<file path="config.mk">
export PLATFORM = sky130hd
export DESIGN_NAME = uart_tx_buffered
export DESIGN_NICKNAME = d
export VERILOG_FILES = /design/src/rtl/uart_pkg.sv /design/src/rtl/uart_tx_buffered_byte_fifo2.sv /design/src/rtl/uart_tx_buffered.sv
export SDC_FILE = /design/constraint.sdc
export NUM_CORES = 1
export LEC_CHECK = 0
export ABC_AREA = 1
export CORE_UTILIZATION = 35
export DETAILED_ROUTE_END_ITERATION = 6
export GPL_TIMING_DRIVEN = 0
export MAX_ROUTING_LAYER = met4
export REMOVE_ABC_BUFFERS = 1
export SLEW_MARGIN = 20
export SYNTH_ARGS = -nofsm -noshare
export SYNTH_HDL_FRONTEND = slang
export SYNTH_HIERARCHICAL = 1
export SYNTH_SLANG_ARGS = --single-unit
</file>
<file path="constraint.sdc">
create_clock -name clock -period 2.95 [get_ports clock]
set_input_delay 0.59 -clock clock [delete_from_list [all_inputs] [get_ports clock]]
set_output_delay 0.59 -clock clock [all_outputs]
set_load 0.01 [all_outputs]
</file>
<file path="src/rtl/uart_pkg.sv">
`default_nettype none
// ============================================================================
//  Module      : uart_pkg
//  Description : Shared types and constants for the buffered UART transmitter:
//                FSM state encoding, default bit timing, data width and an
//                even-parity helper.
//  Revision    : 1.0 - initial release
// ============================================================================
package uart_pkg;

  // Transmitter FSM state encoding (PARITY is only reachable when
  // UART_TX_PARITY_EN is defined)
  typedef enum logic [2:0] {
    ST_IDLE   = 3'd0,
    ST_START  = 3'd1,
    ST_DATA   = 3'd2,
    ST_PARITY = 3'd3,
    ST_STOP   = 3'd4
  } tx_state_e;

  localparam int DEFAULT_CLKS_PER_BIT = 5208;  // 50 MHz / 9600 baud
  localparam int DATA_BITS            = 8;

  // Even parity over one data byte: 1 when the byte has an odd number of ones
  function automatic logic even_parity(input logic [DATA_BITS-1:0] b);
    return ^b;
  endfunction

endpackage
`default_nettype wire

</file>
<file path="src/rtl/uart_tx_buffered_byte_fifo2.sv">
`default_nettype none
// ============================================================================
//  Module      : byte_fifo2
//  Description : Two-entry synchronous byte FIFO. A push into a full FIFO is
//                still accepted when a pop happens on the same edge; any other
//                push into a full FIFO is dropped and flagged on drop_o.
//  Revision    : 1.0 - initial release
// ============================================================================
module byte_fifo2
  import uart_pkg::*;
#(
  parameter int DEPTH = 2
) (
  input  logic                 clock_i,
  input  logic                 reset_i,
  input  logic                 push_i,
  input  logic                 pop_i,
  input  logic [DATA_BITS-1:0] data_i,
  output logic [DATA_BITS-1:0] data_o,
  output logic [1:0]           count_o,
  output logic                 full_o,
  output logic                 empty_o,
  output logic                 drop_o
);

  localparam logic [1:0] FULL_COUNT = 2'(DEPTH);

  logic [DATA_BITS-1:0] mem_q [2];
  logic                 wr_ptr_q;
  logic                 rd_ptr_q;
  logic [1:0]           count_q;

  logic                 w_pop;
  logic                 w_push;

  // A pop from an empty FIFO is ignored; a full FIFO makes room only if it pops
  assign w_pop   = pop_i && (count_q != 2'd0);
  assign w_push  = push_i && ((count_q != FULL_COUNT) || w_pop);
  assign drop_o  = push_i && !w_push;

  assign data_o  = mem_q[rd_ptr_q];
  assign count_o = count_q;
  assign full_o  = (count_q == FULL_COUNT);
  assign empty_o = (count_q == 2'd0);

  // Storage array: written on every accepted push, not cleared by reset
  always_ff @(posedge clock_i) begin
    if (w_push) begin
      mem_q[wr_ptr_q] <= data_i;
    end
  end

  // Pointers and occupancy count
  always_ff @(posedge clock_i) begin
    if (reset_i) begin
      wr_ptr_q <= 1'b0;
      rd_ptr_q <= 1'b0;
      count_q  <= 2'd0;
    end else begin
      if (w_push) begin
        wr_ptr_q <= ~wr_ptr_q;
      end
      if (w_pop) begin
        rd_ptr_q <= ~rd_ptr_q;
      end
      count_q <= count_q + {1'b0, w_push} - {1'b0, w_pop};
    end
  end

endmodule
`default_nettype wire

</file>
<file path="src/rtl/uart_tx_buffered.sv">
`default_nettype none
// ============================================================================
//  Module      : uart_tx_buffered
//  Description : Buffered UART transmitter (8N1, LSB first). Bytes arrive as
//                single-cycle strobes into a 2-entry FIFO and are serialised
//                back-to-back with no idle gap between queued frames.
//                Optional macro UART_TX_PARITY_EN inserts an even-parity bit
//                between the data bits and the stop bit.
//  Revision    : 1.0 - initial release
// ============================================================================
module uart_tx_buffered
  import uart_pkg::*;
#(
  parameter int CLKS_PER_BIT = DEFAULT_CLKS_PER_BIT,
  parameter int FIFO_DEPTH   = 2
) (
  input  logic                 clock,
  input  logic                 reset,
  input  logic                 byte_valid,
  input  logic [DATA_BITS-1:0] byte_in,
  output logic                 buffer_full,
  output logic                 tx_busy,
  output logic                 tx_done,
  output logic                 overrun,
  output logic                 tx
);

  localparam logic [15:0] BAUD_LAST = 16'(CLKS_PER_BIT - 1);
  // tx_done is registered, so it is set one cycle ahead of the last stop cycle
  localparam logic [15:0] BAUD_PRE  = 16'(CLKS_PER_BIT - 2);
  localparam logic [2:0]  BIT_LAST  = 3'(DATA_BITS - 1);

  tx_state_e            state_q;
  logic [15:0]          baud_q;
  logic [2:0]           bit_q;
  logic [DATA_BITS-1:0] shift_q;
  logic                 tx_q;
  logic                 done_q;
  logic                 overrun_q;
`ifdef UART_TX_PARITY_EN
  logic                 parity_q;
`endif

  logic                 w_bit_end;
  logic                 w_pop;
  logic [DATA_BITS-1:0] w_head;
  logic [1:0]           w_count;
  logic                 w_empty;
  logic                 w_full;
  logic                 w_drop;

  assign w_bit_end = (baud_q == BAUD_LAST);

  // The FIFO head is consumed when a frame starts from idle or when a stop
  // bit ends with more data waiting
  assign w_pop = !w_empty &&
                 ((state_q == ST_IDLE) || ((state_q == ST_STOP) && w_bit_end));

  byte_fifo2 #(
    .DEPTH   (FIFO_DEPTH)
  ) u_fifo (
    .clock_i (clock),
    .reset_i (reset),
    .push_i  (byte_valid),
    .pop_i   (w_pop),
    .data_i  (byte_in),
    .data_o  (w_head),
    .count_o (w_count),
    .full_o  (w_full),
    .empty_o (w_empty),
    .drop_o  (w_drop)
  );

  assign buffer_full = w_full;
  assign tx_busy     = (state_q != ST_IDLE) || (w_count != 2'd0);
  assign tx_done     = done_q;
  assign overrun     = overrun_q;
  assign tx          = tx_q;

  // Frame sequencer: bit timing, shift register and registered line outputs
  always_ff @(posedge clock) begin
    if (reset) begin
      state_q   <= ST_IDLE;
      baud_q    <= 16'd0;
      bit_q     <= 3'd0;
      shift_q   <= '0;
      tx_q      <= 1'b1;
      done_q    <= 1'b0;
      overrun_q <= 1'b0;
`ifdef UART_TX_PARITY_EN
      parity_q  <= 1'b0;
`endif
    end else begin
      done_q <= 1'b0;
      if (w_drop) begin
        overrun_q <= 1'b1;
      end

      case (state_q)
        ST_IDLE: begin
          tx_q   <= 1'b1;
          baud_q <= 16'd0;
          if (w_pop) begin
            shift_q  <= w_head;
`ifdef UART_TX_PARITY_EN
            parity_q <= even_parity(w_head);
`endif
            tx_q     <= 1'b0;
            state_q  <= ST_START;
          end
        end

        ST_START: begin
          if (w_bit_end) begin
            baud_q  <= 16'd0;
            bit_q   <= 3'd0;
            tx_q    <= shift_q[0];
            state_q <= ST_DATA;
          end else begin
            baud_q <= baud_q + 16'd1;
          end
        end

        ST_DATA: begin
          if (w_bit_end) begin
            baud_q  <= 16'd0;
            shift_q <= shift_q >> 1;
            if (bit_q == BIT_LAST) begin
`ifdef UART_TX_PARITY_EN
              tx_q    <= parity_q;
              state_q <= ST_PARITY;
`else
              tx_q    <= 1'b1;
              state_q <= ST_STOP;
`endif
            end else begin
              bit_q <= bit_q + 3'd1;
              tx_q  <= shift_q[1];
            end
          end else begin
            baud_q <= baud_q + 16'd1;
          end
        end

`ifdef UART_TX_PARITY_EN
        ST_PARITY: begin
          if (w_bit_end) begin
            baud_q  <= 16'd0;
            tx_q    <= 1'b1;
            state_q <= ST_STOP;
          end else begin
            baud_q <= baud_q + 16'd1;
          end
        end
`endif

        ST_STOP: begin
          if (baud_q == BAUD_PRE) begin
            done_q <= 1'b1;
          end
          if (w_bit_end) begin
            baud_q <= 16'd0;
            if (w_pop) begin
              shift_q  <= w_head;
`ifdef UART_TX_PARITY_EN
              parity_q <= even_parity(w_head);
`endif
              tx_q     <= 1'b0;
              state_q  <= ST_START;
            end else begin
              tx_q    <= 1'b1;
              state_q <= ST_IDLE;
            end
          end else begin
            baud_q <= baud_q + 16'd1;
          end
        end

        default: begin
          baud_q  <= 16'd0;
          tx_q    <= 1'b1;
          state_q <= ST_IDLE;
        end
      endcase
    end
  end

endmodule
`default_nettype wire
</file>
==> results of run 1 <==
[per-layer routing]
layer | vias up | part of all wire [%] | global-route usage [%]
met5 | - | 0 | -
met4 | 0 | 1.4 | 5.34
met3 | 5 | 3.6 | 3.05
met2 | 31 | 44 | 21.4
met1 | 941 | 51 | 18.6
li1 | 1090 | - | -
[through the flow]
step                      std cells  util (%)  cell area [um2]
after CTS                       444      40.6             2980
after detailed placement        436      39.4             2890
after global routing            444      40.6             2980
after floorplan                 322         -             2620
final                           444      40.6             2980
after global placement          436      39.4             2890
[kinds of logic after synthesis]
logic type | synth area share (%)
adders and majority gates | 2.33
xor gates and xnor gates | 1.96
buffers and inverters | 7.88
and+or+nand+nor | 31.2
muxes | 3.36
DFF | 46.2
AOI/OAI and AO/OA | 7.04
[how the worst max path moves through the flow]
| stage | depth (start not counted) | startpoint | to | slack, ns |
|---|---|---|---|---|
| 2_1_floorplan | 9 | baud_q[0] | u_fifo/mem_q[0][0] | 0.81 |
| 3_3_place_gp | 6 | reset | baud_q[3] | 0.30 |
| 3_5_place_dp | 6 | reset | baud_q[3] | 0.27 |
| 4_1_cts | 9 | baud_q[0] | u_fifo/mem_q[0][6] | 0.30 |
| 5_1_grt | 9 | baud_q[0] | u_fifo/mem_q[0][1] | 0.12 |
| 6_report | 9 | baud_q[0] | u_fifo/mem_q[0][6] | 0.38 |
[synthesized netlist by cell type]
cell	instances
nand3_4	2
o21ai_1	1
mux2_2	8
nor2_1	52
ha_1	5
o21ai_0	6
nor2_2	3
nand3_1	19
nand2_2	2
nand3_2	1
nand2_1	77
dfxtp_1	38
inv_1	34
o21ai_4	1
a21oi_1	12
buf_2	2
or2_0	1
xor2_1	3
o211ai_1	1
nand3b_1	3
clkbuf_1	1
buf_12	2
nor2_4	3
edfxtp_1	16
nor4_1	1
or2_2	1
xnor2_1	3
nand2_4	1
nor3b_1	1
nand4_1	8
a21oi_2	8
nor3_1	6
buf_4	2
and3_2	1
inv_2	4
[state kept, by name (all words and copies together) (netlist names), named ones only]
signal	count
tx	1
bit_q	3
baud_q	16
state_q	3
u_fifo/mem_q	16
u_fifo/rd_ptr_q	1
u_fifo/count_o	2
shift_q	8
u_fifo/wr_ptr_q	1
tx_done	1
overrun	1
[power by group through the flow]
stage / clock [mW] / sequential [mW] / combinational, mW
3_5_place_dp: 0 / 0.982 / 0.782
3_3_place_gp: 0 / 0.977 / 0.769
6_report: 0.426 / 0.963 / 0.778
5_1_grt: 0.465 / 0.979 / 0.888
2_1_floorplan: 0 / 0.963 / 0.602
4_1_cts: 0.444 / 0.965 / 0.789
[worst max-delay path, delay by kind of cell (launching register included)]
family / cells / cell delay, ns
simple gates: 7 / 1.40
flops: 1 / 0.42
fa+ha+maj: 1 / 0.31
buf+inv: 1 / 0.06
[final cells by class]
| type | instances | area (um2) | area share, % |
|---|---|---|---|
| sequential | 54 | 1240 | 41.7 |
| multi-input combinational | 230 | 1230 | 41.3 |
| timing repair buffer | 15 | 150 | 5.04 |
| inverter | 38 | 143 | 4.79 |
| tap | 99 | 124 | 4.16 |
| clock buffer | 5 | 68.8 | 2.31 |
| clock inverter | 3 | 20.0 | 0.672 |
==> results.py, run 1 <==
metrics = {
    "outcome": {
        "status": "complete, no violations",
    },
    "clock_network": {
        "clockBufferDepth": 2,
        "h-tree-depth": 2,
        "clk_pin_slew_worst_paths_ns": 0.10,
        "numCtsBuffers": 5,
        "cts_resized": 0,
        "cts_hold_buf": 0,
        "cts-root-buf": "clkbuf_8",
        "post-cts-setup-buffers": 0,
        "clkSinkCount": 54,
        "cts_tree": "built",
        "clk_latency_ns": 0.32,
    },
    "final_layout": {
        "syn_to_final_growth_pct": 11.0,
        "finalNetCount": 360,
        "n_antenna_cell": 0,
        "final_cell_mix": "77 x nand2_1, 52 x nor2_1, 38 x dfxtp_1",
        "layout-drive-gt1-share_pct": 12.2,
        "n_fill_cell": 753,
        "mostFrequentLayoutCell": "nand2_1",
    },
    "pwr": {
        "total_power_mw": 2.17,
        "switching_share_pct": 37.4,
        "comb_power_share_pct": 35.9,
        "powerDensity_nw_per_um2": 728,
        "pwr-share-seq_pct": 44.4,
        "clkPwrFrac_pct": 19.7,
        "p_sw_mw": 0.810,
        "intPower_mw": 1.36,
        "worst_ir_drop_vdd_mv": 0.349,
        "p_leak_nw": 1.18,
    },
    "die": {
        "start_util_pct": 36.6,
        "die_area_um2": 8020,
        "die_x_um": 89.6,
        "core_region_area_um2": 7330,
        "fp.dieH_um": 89.6,
        "num_rows": 31,
        "top_level_ports": 16,
    },
    "hold_path": {
        "hold_end": "overrun",
        "min_path_cells": 2,
        "hold_path_class": "flop to flop",
        "min_from": "overrun",
    },
    "critical_path": {
        "r2r_slack_ns": 0.38,
        "regToRegEndpoint": "u_fifo/mem_q[0][6]",
        "startpoint_type": "flop",
        "worstSetupPathType": "flop to flop",
        "arrival_ns": 2.52,
        "cpPeakStageDelay_ns": 0.59,
        "critPathMaxFanout": 8,
        "slowest_stage": "nor2_1",
        "r2r-start": "baud_q[0]",
        "worst-r2r-cell-count": 9,
        "cp-end-kind": "flop",
        "worstPathCellList": "ha_1, nand3_1, nor2_4, nand3_2, nand2_1, inv_2, nand3b_1, nand2_1, nor2_1",
        "cpMostUsedCell": "nand2_1",
        "cp.required_ns": 2.90,
    },
    "timing": {
        "clock_skew_ns": 0.0102,
        "rsz0062_at_grt": "false",
        "tns_ns": 0,
        "maxSlewViolCount": 0,
        "period_minus_slack_ns": 2.57,
        "clock.fmax_mhz": 389,
        "setup_viol": 0,
        "setup_ws_ns": 0.379,
        "holdWs_ns": 0.494,
        "finalHoldViolCount": 0,
        "fin_crit_sh_pct": 87.2,
        "tightest_slew_ns": 0.771,
        "relSlewSlack_pct": 48.4,
    },
    "place": {
        "routabilityCongestion": 0.870,
        "dpl_worst_slack_ns": 0.269,
        "numPortBuffers": 15,
        "dp_hpwl_um": 3510,
    },
    "yosys": {
        "synth_top_area_share_pct": 28.3,
        "ys_types": 35,
        "ys_ff_latch": 54,
        "synth_warnings": 6,
        "yosysTopAreaCell": "dfxtp_1",
        "syn_inst": 329,
        "synth.top_cells.by_area": "dfxtp_1 28%, edfxtp_1 18%, nand2_1 11%, nor2_1 7.3%, inv_1 4.8%",
        "syn_avg_cell_area_um2": 8.16,
        "ys_seq_area_share_pct": 46.2,
        "netlist_area_um2": 2680,
    },
    "flow_run": {
        "maxCapViolations": 0,
    },
    "route": {
        "firstDrtPassIters": 4,
        "drc": 0,
        "postRouteAntennaNets": 0,
        "drt_wl_total_um": 4980,
        "viasPerCell": 4.66,
        "drt_iter0_markers": 88,
        "wl_per_cell_um": 11.2,
        "vias": 2067,
    },
    "global_routing": {
        "overflow": 0,
        "antenna_found_initial": 0,
        "first_global_vias": 1905,
        "grt_max_degree": 18,
        "track_usage_pct": 14.2,
        "grt_first_pass_wirelength_um": 8540,
    },
}
Note: power is estimated with default switching activity, not from simulation.
==> run 2: changes to the inputs <==
- REMOVE_ABC_BUFFERS: 1 -> default
- SETUP_SLACK_MARGIN: default -> 0.4
- clock period: 2.95 -> 3 ns (I/O delays scaled with it)
==> run 2 against run 1 <==
Count of clock-buffer cells in the layout up 1. Sequential cell count stayed put. Cell count increased by 1.6%. Worst setup slack better by 0.30 ns.
==> results.py, run 2 (synthesized netlist as in run 1, its figures left out) <==
metrics = {
    "timing": {
        "maxSlewViolCount": 0,
        "rsz0062_at_grt": "false",
        "period_minus_slack_ns": 2.32,
        "clock_skew_ns": 0.0146,
        "relSlewSlack_pct": 66.2,
        "tightest_slew_ns": 0.503,
        "clock.fmax_mhz": 430,
        "finalHoldViolCount": 0,
        "fin_crit_sh_pct": 77.5,
        "tns_ns": 0,
        "setup_viol": 0,
    },
    "clock_network": {
        "cts-root-buf": "clkbuf_8",
        "post-cts-setup-buffers": 0,
        "cts_hold_buf": 0,
        "cts_tree": "built",
        "h-tree-depth": 2,
        "clockBufferDepth": 2,
        "numCtsBuffers": 5,
        "clk_latency_ns": 0.31,
        "clk_pin_slew_worst_paths_ns": 0.10,
        "clkSinkCount": 54,
    },
    "outcome": {
        "status": "complete, no violations",
    },
    "route": {
        "postRouteAntennaNets": 0,
        "drt_wl_total_um": 5130,
        "vias": 2113,
        "drc": 0,
        "wl_per_cell_um": 11.4,
        "firstDrtPassIters": 4,
        "viasPerCell": 4.69,
        "drt_iter0_markers": 116,
    },
    "global_routing": {
        "grt_first_pass_wirelength_um": 8590,
        "track_usage_pct": 14.4,
        "overflow": 0,
        "first_global_vias": 1879,
        "antenna_found_initial": 0,
        "grt_max_degree": 18,
    },
    "pwr": {
        "powerDensity_nw_per_um2": 746,
        "p_leak_nw": 1.23,
        "total_power_mw": 2.30,
        "worst_ir_drop_vdd_mv": 0.426,
    },
    "yosys": {
        "synth_nets": 345,
    },
    "place": {
        "numPortBuffers": 15,
        "placed_area_um2": 2960,
        "dp_hpwl_um": 3710,
        "routabilityCongestion": 0.863,
    },
    "critical_path": {
        "cp.required_ns": 3.22,
        "arrival_ns": 2.54,
        "worstSetupPathType": "flop to flop",
        "startpoint_type": "flop",
        "cp-end-kind": "flop",
        "r2r_slack_ns": 0.68,
        "critPathMaxFanout": 7,
    },
    "final_layout": {
        "finalNetCount": 367,
        "reg_top3": "baud_q x16, u_fifo/mem_q x16, shift_q x8",
        "syn_to_final_growth_pct": 14.9,
        "final_cell_mix": "77 x nand2_1, 51 x nor2_1, 38 x dfxtp_1",
        "mostFrequentLayoutCell": "nand2_1",
        "n_antenna_cell": 0,
        "layout-drive-gt1-share_pct": 14.2,
        "post-route-cell-area_um2": 3080,
    },
    "hold_path": {
        "hold_path_class": "flop to flop",
    },
    "die": {
        "fp.dieH_um": 89.6,
        "top_level_ports": 16,
        "num_rows": 31,
        "die_area_um2": 8020,
        "start_util_pct": 36.6,
        "core_region_area_um2": 7330,
        "die_x_um": 89.6,
    },
    "flow_run": {
        "maxCapViolations": 0,
    },
}
-- run 2: what timing repair did --
| action | CTS | global route |
|---|---|---|
| gates resized for setup | 0 | 3 |
| setup endpoints to repair | 0 | 9 |
| hold endpoints to repair | 0 | 0 |
-- run 2: routing by layer --
metal  share of wire [%]  wire length (um)  GRT usage, %  up-vias
met5                   0                 0             -        -
met4                 1.1                55          3.61        0
met3                 2.5               126          2.77        7
met2                  45              2320          22.0       29
met1                  51              2620          19.4      977
li1                    -                 -             -     1100
-- run 2: area by class of cell --
type                       count  area [um2]
fill                         731        4250
multi-input combinational    230        1250
sequential                    54        1240
timing repair buffer          15         150
inverter                      38         143
tap                           99         124
clock buffer                   6        72.6
buffer                         7        68.8
clock inverter                 2        38.8
-- run 2: path summary, 6_finish.rpt --
kind / end / startpoint / cells after the start
worst max-delay path: u_fifo/count_o[1] / baud_q[0] / 19
worst min-delay path: baud_q[3] / baud_q[3] / 1
worst max register to register: u_fifo/count_o[1] / baud_q[0] / 19
worst min register to register: baud_q[3] / baud_q[3] / 1
-- run 2: critical path, stage by stage (launching register included) --
cell	delay [ns]
dfxtp_1	0.46
ha_4	0.21
nand3_1	0.13
nor2_4	0.19
nand3_2	0.14
nand2_1	0.12
inv_2	0.06
nand3b_1	0.12
nand2_1	0.09
inv_1	0.08
o21ai_1	0.06
nand2_1	0.07
ha_1	0.15
inv_1	0.04
nand2_1	0.04
nand2_1	0.07
inv_1	0.06
nand2_1	0.04
inv_1	0.04
nor2_1	0.04
-- run 2: metrics by stage --
stage	util [%]	hold WS, ns	std cells	setup WS [ns]
global route	42.1	0.518	451	0.405
CTS	41.9	0.482	451	0.479
finish	42.1	0.483	451	0.676
floorplan	-	0.441	329	0.859
detailed placement	40.3	0.468	443	0.489
global placement	40.3	0.457	443	0.494
-- run 2: power by group --
part | leakage, nW | switching, mW | internal, mW
combinational | 0.717 | 0.497 | 0.375
sequential | 0.459 | 0.0713 | 0.865
clock | 0.0554 | 0.243 | 0.251
==> run 3: changes to the inputs <==
- clock period: 3 -> 1.95 ns (I/O delays scaled with it)
==> run 3 against run 2 <==
Sequential power increased by 57%. Clock power increased by 58%. Combinational power grew 120%. Via count up 7.6%. Critical path type unchanged. Register-to-register slack got worse by 0.64 ns. Critical endpoint is now u_fifo/mem_q[0][0]. First-iteration DRC count is 6.0% lower. Die area is the same. Sequential cell count did not move. Count of clock-buffer cells in the layout shrank 1.
==> results.py, run 3 (synthesized netlist as in run 1, its figures left out) <==
metrics = {
    "place": {
        "placed_area_um2": 2980,
        "dp_hpwl_um": 3730,
        "numPortBuffers": 15,
        "dpl_worst_slack_ns": -0.198,
        "routabilityCongestion": 0.868,
        "dp_cells": 443,
    },
    "clock_network": {
        "h-tree-depth": 2,
        "clockBufferDepth": 2,
        "clk_pin_slew_worst_paths_ns": 0.10,
        "cts-root-buf": "clkbuf_8",
        "clk_latency_ns": 0.31,
        "numCtsBuffers": 5,
        "clkSinkCount": 54,
        "cts_tree": "built",
    },
    "critical_path": {
        "r2r-start": "baud_q[1]",
        "critPathCapture": "u_fifo/mem_q[0][0]",
        "regToRegEndpoint": "u_fifo/mem_q[0][0]",
        "cp-end-kind": "flop",
        "worst-r2r-cell-count": 12,
        "cpPeakStageDelay_ns": 0.37,
        "critPathLaunch": "baud_q[1]",
        "path_delay_family": "simple AND/OR/NAND/NOR gates",
        "worstPathCellList": "ha_4, nand3_4, nor2_4, nand3_4, nand2_2, inv_2, nand3b_1, nand2_2, buf_4, buf_4, nor2_4, buf_12",
        "critPathMaxFanout": 8,
        "crit_buf_inv": 4,
        "startpoint_type": "flop",
        "arrival_ns": 1.95,
        "worstSetupPathDepth": 12,
        "r2r_slack_ns": 0.03,
        "worstSetupPathType": "flop to flop",
        "cp.required_ns": 1.99,
        "slowest_stage": "dfxtp_2",
    },
    "outcome": {
        "status": "complete, no violations",
    },
    "global_routing": {
        "antenna_found_initial": 0,
        "overflow": 0,
        "first_global_vias": 2032,
        "grt_max_degree": 19,
        "grt_first_pass_wirelength_um": 8960,
        "track_usage_pct": 15.1,
    },
    "die": {
        "fp.dieH_um": 89.6,
        "start_util_pct": 36.6,
        "die_x_um": 89.6,
        "core_region_area_um2": 7330,
        "die_area_um2": 8020,
        "top_level_ports": 16,
        "num_rows": 31,
    },
    "timing": {
        "fin_crit_sh_pct": 98.2,
        "maxSlewViolCount": 0,
        "clock_skew_ns": 0.00611,
        "tightest_slew_ns": 0.382,
        "finalHoldViolCount": 0,
        "period_minus_slack_ns": 1.92,
        "relSlewSlack_pct": 74.5,
        "rsz0062_at_grt": "true",
        "setup_ws_ns": 0.0349,
        "setup_viol": 0,
        "clock.fmax_mhz": 522,
    },
    "final_layout": {
        "finalNetCount": 402,
        "mostFrequentLayoutCell": "nand2_1",
        "final_cell_mix": "70 x nand2_1, 44 x nor2_1, 27 x buf_4",
        "syn_to_final_growth_pct": 34.7,
        "layout-drive-gt1-share_pct": 34.1,
        "post-route-cell-area_um2": 3620,
        "reg_top3": "baud_q x16, u_fifo/mem_q x16, shift_q x8",
        "n_antenna_cell": 0,
        "final_cells": 486,
    },
    "route": {
        "postRouteAntennaNets": 0,
        "firstDrtPassIters": 4,
        "drc": 0,
        "wl_per_cell_um": 11.9,
        "drt_iter0_markers": 109,
        "viasPerCell": 4.68,
        "drt_wl_total_um": 5790,
        "vias": 2274,
    },
    "pwr": {
        "p_sw_mw": 1.47,
        "switching_share_pct": 35.2,
        "p_leak_nw": 1.45,
        "intPower_mw": 2.71,
        "comb_power_share_pct": 46.3,
        "total_power_mw": 4.19,
        "clkPwrFrac_pct": 18.7,
        "powerDensity_nw_per_um2": 1160,
        "worst_ir_drop_vdd_mv": 0.789,
        "pwr-share-seq_pct": 35.1,
    },
    "yosys": {
        "synth_nets": 345,
    },
    "flow_run": {
        "maxCapViolations": 0,
    },
    "hold_path": {
        "hold_path_class": "flop to flop",
    },
}
[run 3: repair_timing]
item | in CTS | in global routing
hold buffers | 0 | 0
cloned | 1 | 1
buffers inserted | 17 | 16
gates resized for setup | 29 | 53
pin swaps | 6 | 14
endpoints found under the setup margin | 28 | 51
[run 3: worst min-delay path by stage]
stage               startpoint         end  cells after the start
CTS                    overrun     overrun                      2
global route        shift_q[7]  shift_q[7]                      2
detailed placement     overrun     overrun                      2
finish                 overrun     overrun                      2
global placement     baud_q[3]   baud_q[3]                      1
floorplan            baud_q[0]   baud_q[0]                      1
[run 3: final cells by class]
cell class | count | area (um2)
Fill cell | 681 | 3710
Multi-Input combinational cell | 230 | 1390
Sequential cell | 54 | 1280
Timing Repair Buffer | 50 | 480
Inverter | 38 | 155
Tap cell | 99 | 124
Buffer | 7 | 70.1
Clock buffer | 5 | 68.8
Clock inverter | 3 | 47.5
[run 3: stage by stage]
stage	TNS, ns	utilization, %	hold slack [ns]
2_1_floorplan	0	-	0.442
3_3_place_gp	-1.31	40.7	0.458
3_5_place_dp	-1.53	40.7	0.467
4_1_cts	0	45.2	0.490
5_1_grt	-0.439	49.3	0.511
6_report	0	49.3	0.479
[run 3: power by group through the flow]
stage	sequential [mW]	combinational, mW	clock [mW]
floorplan	1.45	1.06	0
global placement	1.46	1.33	0
detailed placement	1.47	1.35	0
CTS	1.46	1.59	0.811
global route	1.49	2.12	0.844
finish	1.47	1.94	0.782
[run 3: worst min-delay path, cell delays in order, from the launching register on]
cell,delay (ns)
dfxtp_1,0.34
nor2_1,0.04
nor2_1,0.07
[run 3: layer usage]
layer,wire length (um),part of all wire (%),vias up,GRT usage [%]
met1,2570,44,1045,18.7
met5,0,0,-,-
met3,192,3.3,10,2.77
met4,138,2.4,0,5.63
met2,2890,50,39,24.4
li1,-,-,1180,-
